--- config.mk ---
export PLATFORM = sky130hd
export DESIGN_NAME = axiline_input_loader
export DESIGN_NICKNAME = d
export VERILOG_FILES = /design/src/rtl/axiline_input_loader.sv
export SDC_FILE = /design/constraint.sdc
export NUM_CORES = 1
export LEC_CHECK = 0
export ABC_AREA = 1
export CAP_MARGIN = 20
export CORE_MARGIN = 2
export CORE_UTILIZATION = 30
export DETAILED_ROUTE_END_ITERATION = 10
export PLACE_DENSITY = 0.54
export SLEW_MARGIN = 20
export SYNTH_ARGS = -nofsm -noshare
export SYNTH_HDL_FRONTEND = slang
export SYNTH_SLANG_ARGS = --single-unit
--- constraint.sdc ---
create_clock -name clk -period 4.3 [get_ports clk]
set_clock_uncertainty 0.05 [all_clocks]
set_input_delay 0.645 -clock clk [delete_from_list [all_inputs] [get_ports clk]]
set_output_delay 0.645 -clock clk [all_outputs]
set_load 0.005 [all_outputs]
--- src/rtl/axiline_input_loader.sv ---
// Packs a narrow element stream into full-width rows and double-buffers them for the
// Axiline accelerator. It also sequences the start/done pulses for one epoch.
module axiline_input_loader #(
    parameter int inputBitwidth  = 8,
    parameter int size           = 4,
    parameter int numUnit        = 1,
    parameter int logNumCycle    = 1,
    parameter int numCycle       = 2,
    parameter int sampleBitwidth = 16
) (
    input  logic                                  clk,
    input  logic                                  rst,
    input  logic                                  launch,
    input  logic [sampleBitwidth-1:0]             num_samples,
    input  logic [inputBitwidth-1:0]              s_data,
    input  logic                                  s_valid,
    output logic                                  s_ready,
    input  logic                                  w_ce,
    input  logic                                  x_ce,
    output logic [inputBitwidth*size*numUnit-1:0] data_in,
    output logic                                  start,
    output logic                                  done,
    output logic                                  busy,
    output logic                                  underrun
);
    localparam int ELEMS = size * numUnit;
    localparam int EW    = (ELEMS > 1) ? $clog2(ELEMS) : 1;
    localparam int CW    = sampleBitwidth + logNumCycle + 1;
    localparam logic [EW-1:0] LAST_ELEM   = EW'(ELEMS - 1);
    localparam logic [CW-1:0] NUM_CYCLE_C = CW'(numCycle);

    typedef enum logic [1:0] {IDLE, LOAD, RUN, DONE} state_t;

    state_t        state_reg, state_next;
    logic [1:0]    valid_reg;
    logic          fill_ptr_reg;
    logic          head_ptr_reg;
    logic [EW-1:0] elem_reg;
    logic [CW-1:0] rows_in_reg;
    logic [CW-1:0] rows_out_reg;
    logic [CW-1:0] rows_out_next;
    logic [CW-1:0] total_rows_reg;
    logic          underrun_reg;

    logic active;
    logic head_valid;
    logic ce;
    logic accept;
    logic row_last;
    logic consume;
    logic take_launch;

    assign active        = (state_reg == LOAD) || (state_reg == RUN);
    assign head_valid    = valid_reg[head_ptr_reg];
    assign ce            = w_ce | x_ce;
    assign s_ready       = active && !valid_reg[fill_ptr_reg] && (rows_in_reg < total_rows_reg);
    assign accept        = s_valid & s_ready;
    assign row_last      = accept && (elem_reg == LAST_ELEM);
    assign consume       = ce & head_valid;
    assign rows_out_next = rows_out_reg + CW'(consume);
    assign take_launch   = (state_reg == IDLE) && launch;

    assign start    = (state_reg == LOAD) && head_valid;
    assign done     = (state_reg == DONE);
    assign busy     = (state_reg != IDLE);
    assign underrun = underrun_reg;

    always_comb begin
        state_next = state_reg;
        case (state_reg)
            IDLE: if (launch) state_next = LOAD;
            LOAD: if (head_valid) state_next = RUN;
            // >= also catches a block finished by a consume taken while still in LOAD
            RUN:  if (rows_out_next >= total_rows_reg) state_next = DONE;
            DONE: state_next = IDLE;
            default: state_next = IDLE;
        endcase
    end

    always_ff @(posedge clk or negedge rst) begin
        if (!rst) begin
            state_reg      <= IDLE;
            valid_reg      <= '0;
            fill_ptr_reg   <= 1'b0;
            head_ptr_reg   <= 1'b0;
            elem_reg       <= '0;
            rows_in_reg    <= '0;
            rows_out_reg   <= '0;
            total_rows_reg <= '0;
            underrun_reg   <= 1'b0;
        end else begin
            state_reg <= state_next;
            if (take_launch) begin
                total_rows_reg <= NUM_CYCLE_C * (CW'(num_samples) + CW'(1));
                valid_reg      <= '0;
                fill_ptr_reg   <= 1'b0;
                head_ptr_reg   <= 1'b0;
                elem_reg       <= '0;
                rows_in_reg    <= '0;
                rows_out_reg   <= '0;
                underrun_reg   <= 1'b0;
            end else begin
                if (accept) begin
                    elem_reg <= row_last ? '0 : elem_reg + EW'(1);
                end
                // Fill and head never address the same buffer when both fire together.
                if (row_last) begin
                    valid_reg[fill_ptr_reg] <= 1'b1;
                    fill_ptr_reg            <= ~fill_ptr_reg;
                    rows_in_reg             <= rows_in_reg + CW'(1);
                end
                if (consume) begin
                    valid_reg[head_ptr_reg] <= 1'b0;
                    head_ptr_reg            <= ~head_ptr_reg;
                    rows_out_reg            <= rows_out_next;
                end else if (ce) begin
                    underrun_reg <= 1'b1;
                end
            end
        end
    end

    // One storage lane per element slot; the payload needs no reset because valid bits gate it.
    for (genvar gi = 0; gi < ELEMS; gi++) begin : g_lane
        logic [inputBitwidth-1:0] lane_reg [2];

        always_ff @(posedge clk) begin
            if (accept && (elem_reg == EW'(gi))) begin
                lane_reg[fill_ptr_reg] <= s_data;
            end
        end

        assign data_in[gi*inputBitwidth +: inputBitwidth] =
            head_valid ? lane_reg[head_ptr_reg] : '0;
    end

endmodule

# After elaboration in Yosys (flattened, before gate mapping)
# Memories as Yosys holds them, arrays and structs flattened.
# Cells that the tools add are included.
# W data, S select, Z words.
[op_classes] add_sub_neg=4 magnitude_cmp=6 n_eq_ne=10 muxes=42 bitwise_logic=8 reduce_logical=21
[op_table] op="$mux W18" n=4
[op_table] op="$mux W8" n=4
[op_table] op="$mux W1" n=21
[op_table] op="$mux W2" n=10
[op_table] op="$add A18 B1 Y18" n=1
[op_table] op="$add A18 B1 Y18 const B" n=1
[op_table] op="$ge A18 B18 Y1" n=1
[op_table] op="$lt A18 B18 Y1" n=1
[op_table] op="$add A16 B1 Y17 const B" n=1
[op_table] op="$logic_and A1 B1 Y1" n=10
[op_table] op="$reduce_bool A2 Y1" n=5
[op_table] op="$eq A2 B2 Y1 const B" n=4
[op_table] op="$pmux W2 S4" n=1
[op_table] op="$eq A2 B1 Y1 const B" n=2
[op_table] op="$logic_not A2 Y1" n=2
[op_table] op="$lt A1 B2 Y1 const B" n=2
[op_table] op="$ne A2 B1 Y1 const B" n=2
[op_table] op="$ne A2 B2 Y1 const B" n=2
[op_table] op="$reduce_and A3 Y1" n=1
[op_table] op="$add A2 B1 Y2 const B" n=1
[op_table] op="$and A1 B1 Y1" n=2
[op_table] op="$and A2 B2 Y2" n=1
[op_table] op="$demux W1 S1" n=2
[op_table] op="$ge A1 B1 Y1 const B" n=2
[op_table] op="7 further kinds" n=8
[totals] ff_bits=62 ram_bits=64 in_bits=30 out_inout_bits=37 memories=4
[mem_list] memory="g_lane[0].lane_reg" depth=2 word_bits=8 read_ports=1 rd_clocked_by_memory_dff=0 write_ports=1 line="125" source="logic [inputBitwidth-1:0] lane_reg [2];"
[mem_list] memory="g_lane[1].lane_reg" depth=2 word_bits=8 read_ports=1 rd_clocked_by_memory_dff=0 write_ports=1 line="125"
[mem_list] memory="g_lane[2].lane_reg" depth=2 word_bits=8 read_ports=1 rd_clocked_by_memory_dff=0 write_ports=1 line="125"
[mem_list] memory="g_lane[3].lane_reg" depth=2 word_bits=8 read_ports=1 rd_clocked_by_memory_dff=0 write_ports=1 line="125"

# Depth between registers and ports, before layout
# Gate-level depths: netlist of run 1.
[logic_depth] ltp_word=12 depth_mapped=26 depth_no_buf=25

# Least setup slack after synthesis of run 1
# OpenSTA, ideal clock, no wires.
[synth_timing] kind="register -> register" startpoint="register head_ptr_reg" endpoint="register state_reg[0]" setup_ns=0.117 t_arrival_ns=2.861 required_ns=4.133 setup_slack_ns=1.272 path_stages_with_launch=26 n_path_buf=1 cell_sequence="dfrtp_1 buf_2 o21ai_4 inv_2 nor2_4 ha_1 ha_1 nand2_1 nor2_1 nand2_1 nor2_2 nand3_1 nor2_1 nand3_1 nand2_1 inv_1 ha_1 nand2_1 o21ai_0 nand2_1 o21ai_0 nor2_1 nand2_1 nand2_1 nand2_1 nand2_1"
[synth_via] elab_chain_cells=7
[synth_lines] element="from (decl)" line="37" source="logic head_ptr_reg;"
[synth_lines] element="from (signal assigned)" line="114" source="head_ptr_reg <= ~head_ptr_reg;"
[synth_lines] element="$mux W1 (implied by the code) * (2 in series)" line="54" source="assign head_valid = valid_reg[head_ptr_reg];"
[synth_lines] element="$and A1 B1 Y1" line="59" source="assign consume = ce & head_valid;"
[synth_lines] element="$add A18 B1 Y18" line="60" source="assign rows_out_next = rows_out_reg + CW'(consume);"
[synth_lines] element="$ge A18 B18 Y1" line="74" source="RUN: if (rows_out_next >= total_rows_reg) state_next = DONE;"
[synth_lines] element="$ne A2 B1 Y1 (no line)"
[synth_lines] element="$reduce_and A3 Y1 (no line) *"
[synth_lines] element="to (signal assigned)" line="92" source="state_reg <= state_next;"
[synth_lines] element="to (decl)" line="34" source="state_t state_reg, state_next;"
# Every way passes the cells marked *; elsewhere a longest branch is shown, timed or not. The select of a mux whose other input is x is not followed.
# A chain may end at the register's enable or synchronous reset.

# Worst setup path in the final report of run 1
[layout_timing] startpoint="register head_ptr_reg" endpoint="output data_in[9]"
[layout_via] elab_chain_cells=3
[layout_lines] element="$mux W1 (implied by the code) (2 in series)" line="54"
[layout_lines] element="$mux W8 *" line="134" source="head_valid ? lane_reg[head_ptr_reg] : '0;"
[layout_lines] element="to (decl)" line="20" source="output logic [inputBitwidth*size*numUnit-1:0] data_in,"
# Marks and branches as above.

==> run_results.csv, run 1 <==
group,metric,value,unit
power_and_ir_drop,power_leakage,0.00421,µW
place,hpwlAfterDp,12.4,mm
sta,fmax,268,MHz
floorplan,die-area,0.0255,mm²
finish,syn2layout_area_growth,21.7,%
floorplan,fp.dieW,160,µm
critical_path,worst_setup_path_start_kind,"flop",
logic_synthesis,async_reset_ff_share,49.2,%
critical_path,endpoint_kind,"primary output",
detailed_routing,vias,5675,
status,status,"complete, no violations",
finish,multi_input_area,0.00322,mm²
floorplan,ios,67,
floorplan,num_rows,56,
critical_path,r2r_start,"head_ptr_reg",
power_and_ir_drop,max-vdd-ir-drop,266,µV
logic_synthesis,syn_nets,953,
sta,period_share,86.7,%
finish,largest_register_ff_count,64,
global_routing,grt_pass1_wl,29.2,mm
finish,final_common_cell,"nand2_1",
global_routing,antenna_found_initial,0,
clocking,clock_sinks,126,
floorplan,core_region_area,0.0236,mm²
floorplan,start_util,30.8,%
sta,worst_slew_pin_slew,0.961,ns
detailed_routing,ant_nets,0,
sta,rsz0062_at_grt,"false",
clocking,post_cts_buffers,0,
critical_path,ff2ff_path_depth,21,
clocking,root_buffer,"clkbuf_16",
logic_synthesis,synth_top_area_share,26.4,%
critical_path,crit_type,"reg2out",
sta,fin_tns_setup,0,ns
sta,setup_viol,0,
sta,final.min_clock_period,3.73,ns
global_routing,grt_max_degree,45,
logic_synthesis,synthFlopType,"edfxtp_1",
critical_path,cp.arrival,3.03,ns
global_routing,grtUsageTotal,14.3,%
power_and_ir_drop,p_per_area,476,mW/mm²
logic_synthesis,ys_types,40,
finish,antenna_cells,0,
sta,report.final.hold_viol_count,0,
detailed_routing,drc,0,
clocking,cts_hold_buf,0,
sta,relSlewSlack,35.5,%
logic_synthesis,synth_cells,876,
flow_run,maxCapViolations,0,
clocking,clk_pin_slew,0.06,ns
detailed_routing,routed_wl,17.2,mm
critical_path,critPathMaxFanout,33,
logic_synthesis,postSynthAreaPerCell,8.31,µm²
finish,nets,1019,
detailed_routing,drt_iter0_drc,366,
logic_synthesis,synth_seq_area_share,47.7,%
logic_synthesis,synth_seq_cells,126,
clocking,clockBufferDepth,2,
place,io_buffers,66,
finish,fill_cells,2442,
worst_hold_path,hp-class,"in2async",
logic_synthesis,syn_area,0.00728,mm²
clocking,numCtsBuffers,17,
logic_synthesis,synth_area_leader_cell,"edfxtp_1",
logic_synthesis,synth_area_leaders,"edfxtp_1 (26%), dfrtp_1 (21%), nand2_1 (15%), ha_1 (8.1%), inv_1 (6.0%)",
critical_path,rr_endpoint,"state_reg[0]",
critical_path,required,3.61,ns
finish,layout-drive-gt1-share,7.23,%
clocking,h-tree-depth,4,
place,routabilityCongestion,0.821,
logic_synthesis,yosys_warnings,0,
global_routing,grt_pass1_vias,5670,
detailed_routing,wl_per_cell,13.5,µm
finish,seq_area,0.00347,mm²
sta,maxSlewViolCount,0,
clocking,insertion_delay,0.42,ns
clocking,cts_resized,0,
finish,final_area,0.00886,mm²
floorplan,fp.dieH,160,µm
global_routing,overflow,0,
place,post_dp_cell_area,0.00824,mm²
finish,post-route-util,37.5,%
detailed_routing,viasPerCell,4.45,
critical_path,r2r_slack,0.94,ns
logic_synthesis,synth_edf_count,64,
detailed_routing,drt_pass1_iterations,4,
finish,layout_common_cells,"nand2_1 (294), inv_1 (115), nor2_1 (73)",
clocking,cts_tree,"built",
## cell families (layout without fill, tap and decap cells)
group / Yosys count / after routing / synth area share, %
and+or+nand+nor: 460 / 460 / 27.1
buffers and inverters: 146 / 225 / 8.05
DFF: 126 / 126 / 47.7
AOI/OAI and AO/OA: 66 / 66 / 5.33
adders and majority gates: 47 / 47 / 8.08
xor gates and xnor gates: 31 / 31 / 3.73
## Yosys cell counts (2+ instances only)
cell / n
a21o_1: 2
a21oi_1: 13
a22o_1: 2
buf_1: 2
buf_2: 5
buf_4: 2
clkbuf_1: 13
dfrtp_1: 62
edfxtp_1: 64
ha_1: 47
inv_1: 116
inv_2: 6
nand2_1: 295
nand2_2: 2
nand3_1: 35
nand3_2: 12
nand4_1: 25
nor2_1: 73
nor2_2: 4
nor2_4: 3
nor3_1: 4
nor3b_1: 2
nor4_1: 2
o21ai_0: 26
o21ai_1: 2
o22ai_1: 14
xnor2_1: 7
xor2_1: 24
## worst max-delay path, stage by stage (launching register included)
cell and delay [ns]:
dfrtp_1 0.45, buf_4 0.38, clkinv_1 0.85, nand2_1 0.27, nand2_1 0.07, nand2_1 0.09, inv_1 0.04, clkdlybuf4s50_1 0.44
## worst max path at each step
stage	slack (ns)	to	from
6_report	0.57	data_in[9]	head_ptr_reg
5_1_grt	0.18	data_in[25]	head_ptr_reg
4_1_cts	0.71	data_in[23]	head_ptr_reg
3_5_place_dp	0.51	state_reg[1]	w_ce
3_3_place_gp	0.57	state_reg[0]	x_ce
2_1_floorplan	1.27	state_reg[0]	head_ptr_reg
## report_power, final
part	internal (µW)	switching, µW	total [µW]
Combinational	423	777	1200
Clock	889	621	1510
Sequential	1430	70.7	1500
Total	2740	1470	4210
## area by class of cell
type	count	area share, %
Clock inverter	15	2.13
Multi-Input combinational cell	604	36.4
Sequential cell	126	39.2
Inverter	122	5.17
Clock buffer	17	4.80
Timing Repair Buffer	71	7.82
Tap cell	319	4.51
## through the flow
stage / hold slack (ns) / std cells / power, µW / setup WS (ns)
finish: 0.216 / 1274 / 4210 / 0.572
global route: 0.276 / 1274 / 4520 / 0.180
CTS: 0.226 / 1274 / 4270 / 0.710
detailed placement: 0.425 / 1242 / 2740 / 0.506
global placement: 0.417 / 1242 / 2730 / 0.568
floorplan: 0.299 / 876 / 2310 / 1.27
## metal layers
metal	part of all wire [%]	GRT usage, %	vias up
li1	-	-	2948
met1	47	18.2	2600
met2	48	24.4	109
met3	3.7	2.73	18
met4	1.4	4.88	0
met5	0	0	-
Power figures use the tool's default switching activity.
==> run 2: changes to the inputs <==
--- a/config.mk
+++ b/config.mk
@@ -10,6 +10,7 @@
 export CORE_MARGIN = 2
 export CORE_UTILIZATION = 30
 export DETAILED_ROUTE_END_ITERATION = 10
+export HOLD_SLACK_MARGIN = 0.06
 export PLACE_DENSITY = 0.54
 export SLEW_MARGIN = 20
 export SYNTH_ARGS = -nofsm -noshare
==> results of run 2 <==
The final DEF is identical to that of run 1; final timing and power are the same.
